===== src/rtl/rv_multicycle_ctrl.sv =====
// Main control FSM of the multicycle RISC-V core.
// Sequences ALU, unified memory, IR and register file per instruction.
module rv_multicycle_ctrl #(
    parameter bit TRAP_ILLEGAL = 1'b1,
    parameter int CNT_W        = 32
) (
    input  logic             clk,
    input  logic             rst,
    input  logic [6:0]       op,
    input  logic [2:0]       funct3,
    input  logic             funct7b5,
    input  logic             zero,
    output logic             pc_write,
    output logic             adr_src,
    output logic             mem_write,
    output logic             ir_write,
    output logic [1:0]       result_src,
    output logic [1:0]       alu_src_a,
    output logic [1:0]       alu_src_b,
    output logic [2:0]       alu_control,
    output logic [1:0]       imm_src,
    output logic             reg_write,
    output logic             instr_done,
    output logic             illegal,
    output logic [3:0]       state,
    output logic [CNT_W-1:0] instret
);

    typedef enum logic [3:0] {
        S_FETCH    = 4'd0,
        S_DECODE   = 4'd1,
        S_MEMADR   = 4'd2,
        S_MEMREAD  = 4'd3,
        S_MEMWB    = 4'd4,
        S_MEMWRITE = 4'd5,
        S_EXECR    = 4'd6,
        S_ALUWB    = 4'd7,
        S_EXECI    = 4'd8,
        S_JAL      = 4'd9,
        S_BEQ      = 4'd10,
        S_HALT     = 4'd15
    } state_t;

    localparam logic [6:0] OP_LW  = 7'b0000011;
    localparam logic [6:0] OP_SW  = 7'b0100011;
    localparam logic [6:0] OP_R   = 7'b0110011;
    localparam logic [6:0] OP_I   = 7'b0010011;
    localparam logic [6:0] OP_BEQ = 7'b1100011;
    localparam logic [6:0] OP_JAL = 7'b1101111;

    state_t           state_q, state_d;
    logic [CNT_W-1:0] instret_q, instret_d;

    logic       pc_update;
    logic       branch;
    logic       done_raw;
    logic       mem_write_raw;
    logic       ir_write_raw;
    logic       reg_write_raw;
    logic [2:0] funct_alu;

    always_ff @(posedge clk) begin
        if (rst) begin
            state_q   <= S_FETCH;
            instret_q <= '0;
        end else begin
            state_q   <= state_d;
            instret_q <= instret_d;
        end
    end

    // subtract only for R-type (op[5]) with funct7b5 set
    always_comb begin
        funct_alu = 3'b000;
        case (funct3)
            3'b000:  funct_alu = (op[5] & funct7b5) ? 3'b001 : 3'b000;
            3'b010:  funct_alu = 3'b101;
            3'b110:  funct_alu = 3'b011;
            3'b111:  funct_alu = 3'b010;
            default: funct_alu = 3'b000;
        endcase
    end

    always_comb begin
        imm_src = 2'b00;
        case (op)
            OP_SW:   imm_src = 2'b01;
            OP_BEQ:  imm_src = 2'b10;
            OP_JAL:  imm_src = 2'b11;
            default: imm_src = 2'b00;
        endcase
    end

    always_comb begin
        state_d       = state_q;
        pc_update     = 1'b0;
        branch        = 1'b0;
        done_raw      = 1'b0;
        mem_write_raw = 1'b0;
        ir_write_raw  = 1'b0;
        reg_write_raw = 1'b0;
        adr_src       = 1'b0;
        result_src    = 2'b00;
        alu_src_a     = 2'b00;
        alu_src_b     = 2'b00;
        alu_control   = 3'b000;
        illegal       = 1'b0;
        case (state_q)
            S_FETCH: begin
                ir_write_raw = 1'b1;
                alu_src_b    = 2'b10;
                result_src   = 2'b10;
                pc_update    = 1'b1;
                state_d      = S_DECODE;
            end
            S_DECODE: begin
                alu_src_a = 2'b01;
                alu_src_b = 2'b01;
                case (op)
                    OP_LW, OP_SW: state_d = S_MEMADR;
                    OP_R:         state_d = S_EXECR;
                    OP_I:         state_d = S_EXECI;
                    OP_BEQ:       state_d = S_BEQ;
                    OP_JAL:       state_d = S_JAL;
                    default: begin
                        state_d  = TRAP_ILLEGAL ? S_HALT : S_FETCH;
                        done_raw = !TRAP_ILLEGAL;
                    end
                endcase
            end
            S_MEMADR: begin
                alu_src_a = 2'b10;
                alu_src_b = 2'b01;
                state_d   = (op == OP_LW) ? S_MEMREAD : S_MEMWRITE;
            end
            S_MEMREAD: begin
                adr_src = 1'b1;
                state_d = S_MEMWB;
            end
            S_MEMWB: begin
                result_src    = 2'b01;
                reg_write_raw = 1'b1;
                done_raw      = 1'b1;
                state_d       = S_FETCH;
            end
            S_MEMWRITE: begin
                adr_src       = 1'b1;
                mem_write_raw = 1'b1;
                done_raw      = 1'b1;
                state_d       = S_FETCH;
            end
            S_EXECR: begin
                alu_src_a   = 2'b10;
                alu_control = funct_alu;
                state_d     = S_ALUWB;
            end
            S_EXECI: begin
                alu_src_a   = 2'b10;
                alu_src_b   = 2'b01;
                alu_control = funct_alu;
                state_d     = S_ALUWB;
            end
            S_ALUWB: begin
                reg_write_raw = 1'b1;
                done_raw      = 1'b1;
                state_d       = S_FETCH;
            end
            S_JAL: begin
                alu_src_a = 2'b01;
                alu_src_b = 2'b10;
                pc_update = 1'b1;
                state_d   = S_ALUWB;
            end
            S_BEQ: begin
                alu_src_a   = 2'b10;
                alu_control = 3'b001;
                branch      = 1'b1;
                done_raw    = 1'b1;
                state_d     = S_FETCH;
            end
            S_HALT: begin
                illegal = 1'b1;
                state_d = S_HALT;
            end
            default: state_d = S_FETCH;
        endcase
    end

    // every strobe is held low while rst is asserted
    assign pc_write   = !rst & (pc_update | (branch & zero));
    assign mem_write  = !rst & mem_write_raw;
    assign ir_write   = !rst & ir_write_raw;
    assign reg_write  = !rst & reg_write_raw;
    assign instr_done = !rst & done_raw;

    assign instret_d = instret_q + {{(CNT_W-1){1'b0}}, done_raw};
    assign instret   = instret_q;
    assign state     = state_q;

endmodule


===== config.mk =====
export PLATFORM = sky130hd
export DESIGN_NAME = rv_multicycle_ctrl
export DESIGN_NICKNAME = d
export VERILOG_FILES = /design/src/rtl/rv_multicycle_ctrl.sv
export SDC_FILE = /design/constraint.sdc
export NUM_CORES = 1
export LEC_CHECK = 0
export CAP_MARGIN = 0
export CORE_MARGIN = 2
export CORE_UTILIZATION = 46
export CTS_CLUSTER_SIZE = 20
export DETAILED_ROUTE_END_ITERATION = 12
export PLACE_DENSITY = 0.86
export SKIP_LAST_GASP = 1
export SLEW_MARGIN = 20
export SYNTH_ARGS = -nofsm -noshare
export SYNTH_HDL_FRONTEND = slang
export SYNTH_SLANG_ARGS = --single-unit
export TNS_END_PERCENT = 50

===== constraint.sdc =====
create_clock -name clk -period 3.8 [get_ports clk]
set_input_delay 0.95 -clock clk [delete_from_list [all_inputs] [get_ports clk]]
set_output_delay 0.95 -clock clk [all_outputs]
set_load 0.02 [all_outputs]

==> impl_summary.md, run 1 <==
Clocking
Clock-pin slew was measured on the worst setup and hold paths at 0.07 ns. The tree is rooted in a sky130_fd_sc_hd__clkbuf_8. The longest clock path from root to sink contains 2 buffers.

Buffers inserted to repair hold after CTS numbered 0. The clock network latency to the later pin of the worst-skew pair is 0.29 ns. The H-tree was split into 2 levels. The number of setup buffers added after CTS is 0. Clock tree synthesis inserted a total of 5 buffers. Gates resized during post-CTS repair numbered 0.

Counting every sink on the clock net gives 36. The TritonCTS clock tree is yes.

Worst setup path
Data on the critical path is required at its endpoint by 2.85 ns. The slowest library cell on the worst path is sky130_fd_sc_hd__clkdlybuf4s50_1. Counting both buffers and inverters, the worst setup path holds a total of 2. The longest individual stage delay on the worst path is 0.59 ns.

The maximum fanout along the worst path is 3. The most prevalent standard cell on the critical path is sky130_fd_sc_hd__clkdlybuf4s50_1. Traced cell by cell, the critical path runs through clkdlybuf4s50_1 > nor4bb_2 > nand2_1 > o21ai_0 > and2_1 > clkdlybuf4s50_1.

The type of element launching the critical path is a primary input. The cell family contributing the most delay on the critical path is buffers and inverters. STA puts the critical path data arrival time at 2.72 ns. The worst setup path is of the in2out kind.

The worst setup path is captured at an output port.

Min path
The min-delay analysis places its worst path in the category reg2reg.

STA
At the pin with the least slew margin, the transition time is 0.520 ns. The fraction of the cycle the final worst path needs is 96.6%. Based on the critical path, the design can be clocked at up to 272 MHz. On the final layout, the worst clock skew is 0.00710 ns. The shortest period the worst path allows is 3.67 ns. The final-report hold violation count was 0.

The count of endpoints failing setup in the final report is 0. The setup slack of the critical path after layout is 0.128 ns. Across all hold checks on the routed design, the worst slack comes to 0.497 ns. For the final routed database, the setup TNS stands at 0 ns. The count of pins over their slew limit is 0.

The tightest slew margin relative to the limit is 65.3%. Setup repair after global routing left no endpoint under its margin.

Floorplanning
The placement row count is 24. The vertical die dimension is 70.6 microns. The boundary pin count is 68. The initial utilization of the core area, before any placement, comes to 47.1%. The core region is 4320 sq um. The die covers 4980 sq um. The width of the die is 70.6 microns.

Run status
The run finished with clean final reports.

Logic synthesis
The area share of and/or/nand/nor cells after synthesis is 32.8%. The synthesized netlist cell count is 252. In this run, distinct cell masters in the synthesized netlist total 49.

The Yosys step of the flow raised 0 warnings. In the synthesized netlist the async set-or-reset flop fraction comes to 0%. The synthesized netlist net count is 268. Summing the areas of all xor and xnor instances in the mapped netlist gives 6.02% of the synthesized area. The complex-gate fraction of the synthesized area is 17.7%. The average cell area after synthesis is 8.09 sq um.

The main flop type after synthesis is sky130_fd_sc_hd__dfxtp_1. Measured against the total synthesized area, the mux share comes to 1.04%. The combinational family with the most area after synthesis is simple AND/OR/NAND/NOR gates.

The share of synthesized area in the top cell type comes to 35.4%. After synthesis the cells add up to 2040 sq um. The number of enable flip-flop cells after synthesis is 0.

After synthesis, flip-flops and latches occupy 35.4% of the total area. Of all cell types, the one taking the most synthesized area is sky130_fd_sc_hd__dfxtp_1. The synthesized netlist devotes 1.23% of its cell area to adder and majority cells. The number of synthesized register bits is 36. After synthesis, the cell types taking the most area are sky130_fd_sc_hd__dfxtp_1 (35%), sky130_fd_sc_hd__o31ai_1 (5.2%), sky130_fd_sc_hd__or4_1 (5.2%).

Route
The total number of vias is 2133. For this run, design rule violations remaining after detail routing come to 0. The detailed router finished its first iteration with 110 violations.

The total detailed-routing wirelength is 5210 microns. The detail route stage leaves a number of antenna-violating nets equal to 0. The average wire length per cell after detail routing is 14.1 microns. The detailed-router iteration count before antenna repair is 4. Dividing the detail-routed via count by the number of cells gives 5.75.

Final layout
The library cell used most frequently in the layout, excluding fill and tap cells, is sky130_fd_sc_hd__clkdlybuf4s50_1. The library cells used most frequently in the layout, excluding fill and tap cells, are sky130_fd_sc_hd__clkdlybuf4s50_1 (67), sky130_fd_sc_hd__dfxtp_1 (36), sky130_fd_sc_hd__nor2_1 (22). Summing all non-filler instances in the final layout gives an area of 2880 sq um. Cells with a size suffix above 1 make up 7.21% of the layout. The area growth from synthesis to final layout is 41.2%. The filler cells instantiated in the layout total 380. In the final layout, flip-flops and latches occupy 721 sq um. After the last flow step, the layout net total stands at 334. In the final layout, the multi-input gates occupy 1200 sq um.

The number of antenna diodes in the final layout is 0.

Global routing
The largest net degree at the start of global routing is 30. The initial antenna violation count is 0. The via count of the first global-routing pass is 1919.

Global routing finished with a remaining overflow of 0. In the global route stage, overall resource usage came out at 21.0%. The first global-routing pass estimated 8560 microns of wire.

Job
Across the run, the number of max-cap violations was 0.

Placed design
In this run the tool buffered the top-level ports with 67 buffer cells. Routability-driven placement finished with a final weighted congestion of 0.880. In this run the cell area measured after placement is 2760 sq um. Detailed placement ended at an HPWL of 3760 microns. The setup slack at placement is 0.0687 ns.

Power and ir drop
The peak supply drop is 0.000364 V. The overall power of the completed layout is 1.35 mW. The power density over cell area is 469 nW/um^2. The total leakage power is 0.939 nW.
-- worst reg2reg max path, stage by stage, from the launching register on --
cell                      delay (ns)
sky130_fd_sc_hd__dfxtp_1        0.60
sky130_fd_sc_hd__nor2b_1        0.35
sky130_fd_sc_hd__mux2i_1        0.31
sky130_fd_sc_hd__ha_1           0.26
sky130_fd_sc_hd__ha_1           0.22
sky130_fd_sc_hd__nand3_2        0.19
sky130_fd_sc_hd__or3_1          0.62
sky130_fd_sc_hd__or4_1          0.47
sky130_fd_sc_hd__a21oi_1        0.16
-- final cells by class --
| type | count | share of cell area [%] |
|---|---|---|
| well taps | 52 | 2.26 |
| repair buffers | 75 | 25.4 |
| clock buffers | 6 | 2.52 |
| flip-flops and latches | 36 | 25.0 |
| multi-input cells | 187 | 41.9 |
| clock inverters | 2 | 1.22 |
| inverters | 13 | 1.70 |
-- synth_stat cells (2+ instances only) --
master and count:
sky130_fd_sc_hd__or3_1 5, sky130_fd_sc_hd__nand3_2 2, sky130_fd_sc_hd__a31oi_1 4, sky130_fd_sc_hd__o41ai_1 2, sky130_fd_sc_hd__and3_1 2, sky130_fd_sc_hd__nor2b_1 8, sky130_fd_sc_hd__nor4_1 4, sky130_fd_sc_hd__clkbuf_1 10
sky130_fd_sc_hd__nor3_1 10, sky130_fd_sc_hd__dfxtp_1 36, sky130_fd_sc_hd__buf_1 3, sky130_fd_sc_hd__buf_2 2, sky130_fd_sc_hd__nor2_1 22, sky130_fd_sc_hd__nand4_1 6, sky130_fd_sc_hd__a21oi_1 20, sky130_fd_sc_hd__and2_1 2
sky130_fd_sc_hd__inv_1 13, sky130_fd_sc_hd__or4_1 14, sky130_fd_sc_hd__nand3_1 7, sky130_fd_sc_hd__and4_1 3, sky130_fd_sc_hd__xnor2_1 9, sky130_fd_sc_hd__ha_1 2, sky130_fd_sc_hd__nand2b_1 3, sky130_fd_sc_hd__o31ai_1 14
sky130_fd_sc_hd__o21ai_0 9, sky130_fd_sc_hd__xor2_1 5, sky130_fd_sc_hd__nand2_1 13
-- through the flow --
step	utilization, %	instances
global route	66.6	371
CTS	66.4	371
floorplan	-	252
global placement	63.9	363
detailed placement	63.9	363
finish	66.6	371
-- path summary, 6_finish.rpt --
check | cells after the start | from | endpoint | slack (ns)
setup reg to reg | 8 | state[1] | instret[22] | 0.56
hold reg to reg | 2 | instret[23] | instret[23] | 0.50
hold / removal | 2 | instret[23] | instret[23] | 0.50
setup / recovery | 6 | op[0] | imm_src[0] | 0.13
-- power breakdown --
group / leakage, nW / internal, mW / switching [mW]
Combinational: 0.593 / 0.266 / 0.281
Sequential: 0.291 / 0.401 / 0.0698
Clock: 0.0552 / 0.195 / 0.136
-- metal layers --
layer  vias up  global-route usage, %  wire, microns
li1       1062                      -              -
met1       998                   26.8           2330
met2        64                   35.4           2550
met3         9                   3.13            232
met4         0                   9.43             99
met5         -                      0              0
-- state kept, by name, summed over array words and instances (netlist names) --
| register | cells |
|---|---|
| instret | 32 |
| state | 4 |
-- cells by family after synthesis --
family,Yosys count
buffers and inverters,29
adders and majority gates,2
DFF,36
muxes,2
and+or+nand+nor,112
AOI/OAI and AO/OA,57
xor gates and xnor gates,14
No activity file was read; power rests on OpenSTA's default activity.
==> run 2: changes to the inputs <==
--- a/config.mk
+++ b/config.mk
@@ -10,8 +10,7 @@
 export CORE_UTILIZATION = 46
 export CTS_CLUSTER_SIZE = 20
 export DETAILED_ROUTE_END_ITERATION = 12
-export PLACE_DENSITY = 0.86
-export SKIP_LAST_GASP = 1
+export PLACE_DENSITY = 0.9
 export SLEW_MARGIN = 20
 export SYNTH_ARGS = -nofsm -noshare
 export SYNTH_HDL_FRONTEND = slang
==> impl_summary.md, run 2 (same netlist as run 1, synthesis figures left out) <==
Route
The average via count per standard cell is 5.78 (+0.48%). The detailed-router iteration count before antenna repair came to 4 (unchanged). The remaining number of nets flagged by the antenna check after routing is 0 (unchanged).

The violation count after the first detailed-routing iteration was 219 (+99%). The post-detailed-route DRC marker count is 0 (unchanged). The total detailed-routing wirelength is 5310 microns (+1.8%). The average wire length per cell after detail routing came to 14.4 microns (+2.7%). The total number of vias is 2126 (-0.33%).

Clocking
The setup fix buffers added after clock tree synthesis came to 0 (unchanged). The TritonCTS clock tree is yes. The maximum clock path buffer count is 2 (unchanged). The clock slew at the register clock pins of the worst setup and hold paths is 0.07 ns (about the same). The number of H-tree levels came to 2 (unchanged).

The clock sink count is 36 (unchanged). The clock network latency to the later pin of the worst-skew pair is 0.28 ns (about the same). The number of buffers created by CTS came to 5 (unchanged). Clock tree synthesis selected as its root buffer the cell sky130_fd_sc_hd__clkbuf_8.

Worst setup path
The critical path required time came to 2.85 ns (about the same). Counting stages on the worst path, the most repeated cell is sky130_fd_sc_hd__clkdlybuf4s50_1. The worst setup path is captured at an output port. The slowest library cell on the worst path is sky130_fd_sc_hd__clkdlybuf4s50_1. On the critical path the largest part of the delay comes from buffers and inverters. The number of buffers and inverters on the critical path is 2 (unchanged). The maximum fanout along the worst path is 4 (+1).

The longest individual stage delay on the worst path was 0.59 ns (about the same). The type of element launching the critical path is a primary input. The signal on the critical path passes through clkdlybuf4s50_1 > nor4bb_2 > nand2_1 > o21ai_0 > and2_1 > clkdlybuf4s50_1. The worst setup path is of the in2out kind. The arrival time of the worst setup path is 2.75 ns (+0.03 ns).

STA
The count of endpoints failing setup in the final report is 0 (unchanged). The tightest slew margin relative to the limit is 63.8% (-1.4 points). The highest attainable clock frequency was 270 MHz (-0.84%).

The setup slack of the critical path after layout is 0.0972 ns (-0.0311 ns). The count of pins over their slew limit is 0 (unchanged). The shortest period the worst path allows was 3.70 ns (+0.0311 ns). The pin slew with the least headroom to its limit is 0.542 ns (+0.0215 ns).

The fraction of the cycle the final worst path needs came to 97.4% (+0.82 points). The worst setup skew after layout is 0.0135 ns (+0.00637 ns). The sum of negative setup slack is 0 ns (unchanged). The final-report hold violation count came to 0 (unchanged).

Setup repair after global routing left no endpoint under its margin.

Final layout
The flip-flop count of the largest register after layout was 32 (unchanged). The area of all placed cells without fillers is 2830 sq um (-1.6%). Compared with the post-synthesis result, the final layout area differs by 39.0%.

The number of filler instances in the final layout is 382 (+0.53%). The commonest non-fill, non-tap cell in the layout is sky130_fd_sc_hd__clkdlybuf4s50_1. The core occupancy in the finished layout is 65.5% (-1.0 points). Leaving out fill and tap cells, the most frequent cells in the layout are sky130_fd_sc_hd__clkdlybuf4s50_1 (67), sky130_fd_sc_hd__dfxtp_1 (36), sky130_fd_sc_hd__nor2_1 (22). The layout net count was 332 (-0.60%). The ratio of cells with drive above 1 in the final layout came to 6.33% (-0.88 points). The number of diodes was 0 (unchanged).

Floorplanning
The starting utilization of the core area is 47.1% (unchanged). The vertical die dimension is 70.6 microns (unchanged). The boundary pin count is 68 (unchanged).

The area enclosed by the die boundary is 4980 sq um (unchanged). The width of the die is 70.6 microns (unchanged). The core area is 4320 sq um (unchanged). The placement row count is 24 (unchanged).

Placed design
The HPWL after detailed placement came to 3790 microns (+0.66%). The final weighted congestion of routability-driven global placement is 0.912 (+3.7%). The placed instance area is 2750 sq um (-0.54%). The setup slack at placement came to 0.0565 ns (-0.0122 ns). The number of port buffers came to 67 (unchanged).

Global routing
The remaining global-route overflow is 0 (unchanged). The via count of the first global-routing pass is 1971 (+2.7%). The first-pass GRT wire length is 8890 microns (+3.8%). The largest net degree at the start of global routing is 26 (-13%). The all-layer global routing usage is 21.3% (+0.29 points). The initial antenna violation count came to 0 (unchanged).

Power and ir drop
The total leakage power is 0.915 nW (-2.5%). The power density over cell area came to 449 nW/um^2 (-4.1%). The peak supply drop came to 0.000449 V (+23%).

Job
The number of violations of the max-capacitance limit is 0 (unchanged).

Run status
The run finished with clean final reports.

Min path
The type of the tightest min-delay check is reg2reg.
-- run 2: changes by cell type in the layout (fill, tap and decap cells not counted), sizes merged --
cell,change
bufinv,-1
buf,-2
-- run 2: tightest hold or removal path: cells and delay by family, from the launching register on --
kind | cells | cell delay, ns
flops | 1 | 0.33
compound gates | 2 | 0.11
-- run 2: power breakdown --
part	internal (mW)	switching (mW)	leakage [nW]
Combinational	0.265	0.286	0.583
Sequential	0.401	0.0701	0.291
Clock	0.125	0.126	0.0410
Total	0.791	0.482	0.915
-- run 2: path summary, 6_finish.rpt --
path / to / slack [ns] / cells past startpoint / startpoint
worst min register to register: instret[27] / 0.49 / 2 / instret[27]
worst min-delay path: instret[27] / 0.49 / 2 / instret[27]
worst max-delay path: imm_src[0] / 0.1 / 6 / op[3]
worst max register to register: instret[16] / 0.58 / 8 / state[1]
-- run 2: layout make-up --
type / instances / area (sq um) / area share (%)
multi-input cells: 187 / 1200 / 42.5
flip-flops and latches: 36 / 721 / 25.4
repair buffers: 73 / 716 / 25.3
clock buffers: 6 / 72.6 / 2.56
well taps: 52 / 65.1 / 2.30
inverters: 13 / 48.8 / 1.72
clock inverters: 1 / 5.00 / 0.177
-- run 2: repair_timing --
item | 4_1_cts | 5_1_grt
hold buffers | 0 | 0
gates resized for setup | 0 | 1
endpoints found under the hold margin | 0 | 0
endpoints found under the setup margin | 0 | 1
-- run 2: through the flow --
step / instances / total power [mW] / hold WS [ns]
6_report: 368 / 1.27 / 0.493
5_1_grt: 368 / 1.33 / 0.522
4_1_cts: 368 / 1.28 / 0.498
3_5_place_dp: 361 / 1.02 / 0.486
3_3_place_gp: 361 / 1.02 / 0.476
2_1_floorplan: 252 / 0.784 / 0.557
-- run 2: per-layer routing --
| metal | track usage (%) | wire length [microns] | vias to the layer above |
|---|---|---|---|
| met4 | 6.50 | 96 | 0 |
| met3 | 5.98 | 369 | 10 |
| li1 | - | - | 1062 |
| met5 | 0 | 0 | - |
| met1 | 27.4 | 2340 | 977 |
| met2 | 35.1 | 2510 | 77 |
